$ cat config.mk
export PLATFORM = sky130hd
export DESIGN_NAME = cdc_byte_packer
export DESIGN_NICKNAME = d
export VERILOG_FILES = /design/src/rtl/cdc_byte_packer.sv
export SDC_FILE = /design/constraint.sdc
export NUM_CORES = 1
export LEC_CHECK = 0
export CORE_AREA = 2 2 163 165
export CTS_BUF_LIST = sky130_fd_sc_hd__clkbuf_8
export DETAILED_ROUTE_END_ITERATION = 8
export DIE_AREA = 0 0 165 167
export HOLD_SLACK_MARGIN = 0.12
export PLACE_DENSITY = 0.5
export SYNTH_ARGS = -nofsm -noshare
export SYNTH_HDL_FRONTEND = slang
export SYNTH_SLANG_ARGS = --single-unit
$ cat constraint.sdc
create_clock -name clk_b -period 5.8 [get_ports clk_b]
set_input_delay 1.16 -clock clk_b [delete_from_list [all_inputs] [get_ports clk_b]]
set_output_delay 1.16 -clock clk_b [all_outputs]
set_load 0.005 [all_outputs]
$ cat src/rtl/cdc_byte_packer.sv
// cdc_byte_packer: packs CDC samples into LANES-wide words behind a FWFT queue
// Ports:
//   clk_b, rst                  clock, synchronous active-high reset
//   data_valid_b, data_b        sample strobe and sample (no backpressure)
//   word_valid, word_ready      output handshake (pop when both high)
//   word_data, word_keep        head word (lane 0 in LSBs) and lane mask
//   lvl                         queue occupancy
//   overflow, overflow_clr      sticky word-drop flag and its clear
module cdc_byte_packer #(
    parameter int WIDTH         = 8,
    parameter int LANES         = 4,
    parameter int OUT_DEPTH     = 4,
    parameter int FLUSH_TIMEOUT = 64
) (
    input  logic                           clk_b,
    input  logic                           rst,
    input  logic                           data_valid_b,
    input  logic [WIDTH-1:0]               data_b,
    output logic                           word_valid,
    input  logic                           word_ready,
    output logic [WIDTH*LANES-1:0]         word_data,
    output logic [LANES-1:0]               word_keep,
    output logic [$clog2(OUT_DEPTH+1)-1:0] lvl,
    output logic                           overflow,
    input  logic                           overflow_clr
);
    localparam int CW = (LANES > 1) ? $clog2(LANES) : 1;
    localparam int IW = $clog2(FLUSH_TIMEOUT);
    localparam int PW = $clog2(OUT_DEPTH);
    localparam int LW = $clog2(OUT_DEPTH+1);
    localparam int DW = WIDTH*LANES;

    logic [CW-1:0]    r_cnt;
    logic [IW-1:0]    r_idle;
    logic [DW-1:0]    r_pack;
    logic [DW-1:0]    r_mem [OUT_DEPTH];
    logic [LANES-1:0] r_kmem [OUT_DEPTH];
    logic [PW-1:0]    r_wptr;
    logic [PW-1:0]    r_rptr;
    logic [LW-1:0]    r_lvl;
    logic             r_ovf;

    logic             w_full;
    logic             w_flush;
    logic             w_commit;
    logic             w_pop;
    logic             w_push;
    logic             w_drop;
    logic [DW-1:0]    w_word;
    logic [LANES-1:0] w_mask;
    logic [LANES-1:0] w_keep;

    // Lanes below the current count hold real samples in a partial word.
    for (genvar g = 0; g < LANES; g++) begin : g_mask
        assign w_mask[g] = r_cnt > CW'(g);
    end

    assign w_full   = data_valid_b && (r_cnt == CW'(LANES-1));
    // A sample in the expiry cycle takes priority, so flush requires no sample.
    assign w_flush  = !data_valid_b && (r_cnt != '0) && (r_idle == IW'(FLUSH_TIMEOUT-1));
    assign w_commit = w_full || w_flush;
    // The full word includes the sample arriving this cycle in the top lane.
    assign w_word   = w_full ? {data_b, r_pack[DW-WIDTH-1:0]} : r_pack;
    assign w_keep   = w_full ? '1 : w_mask;

    assign word_valid = r_lvl != '0;
    assign w_pop      = word_valid && word_ready;
    // When full, a same-cycle pop frees the slot the write pointer now names.
    assign w_push     = w_commit && ((r_lvl != LW'(OUT_DEPTH)) || w_pop);
    assign w_drop     = w_commit && !w_push;

    assign word_data = word_valid ? r_mem[r_rptr]  : '0;
    assign word_keep = word_valid ? r_kmem[r_rptr] : '0;
    assign lvl       = r_lvl;
    assign overflow  = r_ovf;

    always_ff @(posedge clk_b) begin
        if (rst) begin
            r_cnt  <= '0;
            r_pack <= '0;
        end else if (w_commit) begin
            r_cnt  <= '0;
            r_pack <= '0;
        end else if (data_valid_b) begin
            r_pack[r_cnt*WIDTH +: WIDTH] <= data_b;
            r_cnt                        <= r_cnt + 1'b1;
        end
    end

    always_ff @(posedge clk_b) begin
        if (rst || data_valid_b || w_commit || r_cnt == '0)
            r_idle <= '0;
        else
            r_idle <= r_idle + 1'b1;
    end

    always_ff @(posedge clk_b) begin
        if (w_push) begin
            r_mem[r_wptr]  <= w_word;
            r_kmem[r_wptr] <= w_keep;
        end
    end

    always_ff @(posedge clk_b) begin
        if (rst) begin
            r_wptr <= '0;
            r_rptr <= '0;
            r_lvl  <= '0;
            r_ovf  <= 1'b0;
        end else begin
            r_wptr <= w_push ? r_wptr + 1'b1 : r_wptr;
            r_rptr <= w_pop  ? r_rptr + 1'b1 : r_rptr;
            r_lvl  <= r_lvl + LW'(w_push) - LW'(w_pop);
            r_ovf  <= w_drop ? 1'b1 : (overflow_clr ? 1'b0 : r_ovf);
        end
    end
endmodule

==> run_results.csv <==
group,metric,value,unit
pwr,power_density,367,nW/µm²
synthesis,synth.top_cell.area_share,56.8,%
global_route,grt_max_degree,38,
die,core_area,25800,µm²
cts,cts-htree-levels,4,
pwr,finalPower,3290,µW
die,chipWidth,165,µm
synthesis,yosysTopAreaCell,"edfxtp_1",
die,rows,59,
drt,drc,0,
synthesis,synth_area_per_cell,16.3,µm²
die,die_h,167,µm
die,start_util,29.6,%
layout,syn_to_final_growth,17.7,%
cts,clk-insertion-delay-late,0.46,ns
layout,antenna_cells,0,
layout,fin_nets,552,
placement,hpwl,9710,µm
sta,slew_violations,0,
drt,wl_per_cell,18.0,µm
critical_path,rr_startpoint,"r_cnt[0]",
cts,cts_resized,0,
hold_path,hold_path_class,"reg2reg",
drt,via_count,4055,
placement,globalplace.congestion,0.745,
critical_path,crit_fanout,21,
sta,max_clock_freq,242,MHz
pwr,p_leak,0.00305,µW
cts,ctsHoldBuffers,0,
die,ios,54,
critical_path,worst-r2r-cell-count,13,
synthesis,syn_area,7610,µm²
synthesis,synth_edf_count,144,
sta,worst_pin_slew,0.983,ns
critical_path,crit_path_start_kind,"register",
synthesis,ys_ff_latch,194,
pwr,switching_power,864,µW
cts,cts_root_buf,"clkbuf_8",
synthesis,ys_warn_count,0,
global_route,overflow,0,
critical_path,r2r_slack,2.27,ns
synthesis,syn_inst,466,
synthesis,synth_top_cells_by_count,"edfxtp_1 (144), dfxtp_1 (50), nor2_1 (41)",
flow_run,drv_cap,0,
cts,clock-sinks,194,
critical_path,r2r_end,"lvl[2]",
sta,skew,0.0193,ns
layout,final_cells,872,
layout,n_fill_cell,2434,
global_route,grt_pass1_vias,4270,
critical_path,critPathKind,"reg2out",
sta,totalNegativeSetupSlack,0,ns
outcome,status,"finished, final reports clean",
synthesis,mappedNetlistNets,494,
sta,final_hold_viol_count,0,
sta,timing.final.crit_share,71.2,%
cts,post_cts_buffers,0,
synthesis,synth_ff_type,"edfxtp_1",
drt,ant_nets,0,
pwr,combPwrFrac,24.9,%
layout,drive_gt1_share,16.0,%
hold_path,hold_depth,2,
global_route,antenna_found_initial,0,
pwr,internal-power,2430,µW
pwr,irDropWorstVdd,0.235,mV
drt,wirelength,15700,µm
hold_path,hold_end,"r_pack[28]",
synthesis,synth_cell_type_count,44,
critical_path,crit_required,4.64,ns
drt,dr.pass1.iters,4,
synthesis,synth_most_common_cell,"edfxtp_1",
critical_path,end_kind,"output port",
die,die_area,27600,µm²
sta,rsz0062_at_grt,"no",
critical_path,arrival,2.97,ns
synthesis,synthTopCellsByArea,"edfxtp_1 (57%), dfxtp_1 (13%), mux4_2 (11%)",
placement,place_inst,840,
sta,finalSetupViolCount,0,
placement,port_buffers,53,
drt,drt-vias-per-instance,4.65,
global_route,grt_first_pass_wirelength,24700,µm
sta,finalCriticalPeriod,4.13,ns
cts,clk_pin_slew,0.10,ns
synthesis,yosysSeqAreaShare,69.9,%
pwr,pwr-share-seq,48.1,%
drt,drtIter0Drc,219,
pwr,clock_power_share,26.9,%
synthesis,synthArstFlopShare,0,%
cts,numCtsBuffers,17,
global_route,globalRouteTotalUtil,12.0,%
hold_path,hp-start,"r_pack[28]",
sta,max_slew_margin,34.4,%
cts,tritoncts,"built",
cts,clk_path_buf_depth,2,
pwr,switching_share,26.2,%
## critical path: stages (launching register included)
cell             delay, ns
dfxtp_2               0.78
buf_4                 0.51
mux4_2                0.59
nor2b_1               0.15
clkdlybuf4s50_1       0.47
## state kept, by name, summed over array words and instances (netlist names), named ones only
register and count:
r_kmem 16, r_cnt 2, r_rptr 2, r_wptr 2
r_pack 32, overflow 1, lvl 3, r_mem 128
r_idle 6
## placed cells by master, fill, tap and decap left out, types with 2 or more instances in the layout
cell type / instances
clkinv_4: 3
and2b_1: 21
bufinv_16: 3
clkdlybuf4s50_1: 53
nor3b_2: 4
nand3_1: 3
nor2_1: 41
and2_1: 2
clkbuf_8: 17
xor2_1: 4
inv_1: 14
xnor2_1: 3
buf_4: 11
o211ai_1: 2
inv_6: 2
mux4_2: 36
o21ai_0: 2
edfxtp_1: 144
nand2_1: 31
nand4_1: 2
ha_1: 14
dfxtp_1: 49
nor3_1: 2
nor2b_1: 18
nor4_1: 5
clkinv_2: 3
nand2b_1: 2
a32oi_1: 24
## layout make-up
cell class              count  area, µm²  share of cell area (%)
flip-flops and latches    194       5330                    59.4
clock inverters            15        168                    1.87
inverters                  11       41.3                   0.461
multi-input cells         236       2160                    24.1
clock buffers              17        234                    2.61
repair buffers             64        613                    6.84
well taps                 335        419                    4.67
## how the worst max path moves through the flow
stage,endpoint,slack [ns],cells past startpoint
detailed placement,lvl[2],1.27,14
global placement,lvl[2],1.39,14
finish,word_data[24],1.67,4
global route,word_data[24],1.41,4
floorplan,r_kmem[0][0],1.03,3
CTS,word_data[24],1.51,4
## power groups by stage
| stage | combinational, µW | sequential [µW] | clock (µW) |
|---|---|---|---|
| floorplan | 508 | 1560 | 0 |
| global placement | 845 | 1620 | 0 |
| detailed placement | 851 | 1620 | 0 |
| CTS | 853 | 1590 | 910 |
| global route | 900 | 1600 | 968 |
| finish | 821 | 1580 | 887 |
## metrics by stage
stage               setup WS (ns)  instance area, µm²  hold WS (ns)  util (%)
floorplan                    1.03                7610         0.424         -
global placement             1.39                8560         0.437      33.2
detailed placement           1.27                8560         0.436      33.2
CTS                          1.51                8970         0.448      34.8
global route                 1.41                8970         0.478      34.8
finish                       1.67                8970         0.448      34.8
## cells by family (layout without fill, tap and decap cells)
logic type      Yosys count  count (layout)  share of synthesized area [%]
mux                      37              37                           10.8
buf+inv                  36             107                           1.97
xor+xnor                  7               7                          0.805
compound gates           34              34                           3.70
fa+ha+maj                15              15                           2.56
simple gates            143             143                           10.3
flops                   194             194                           69.9
## routing by layer
metal  global-route usage (%)  wire (µm)
met1                     16.2       7090
met2                     18.7       7720
met3                     2.89        554
met4                     4.91        340
met5                        0          0
Power figures use the tool's default switching activity.
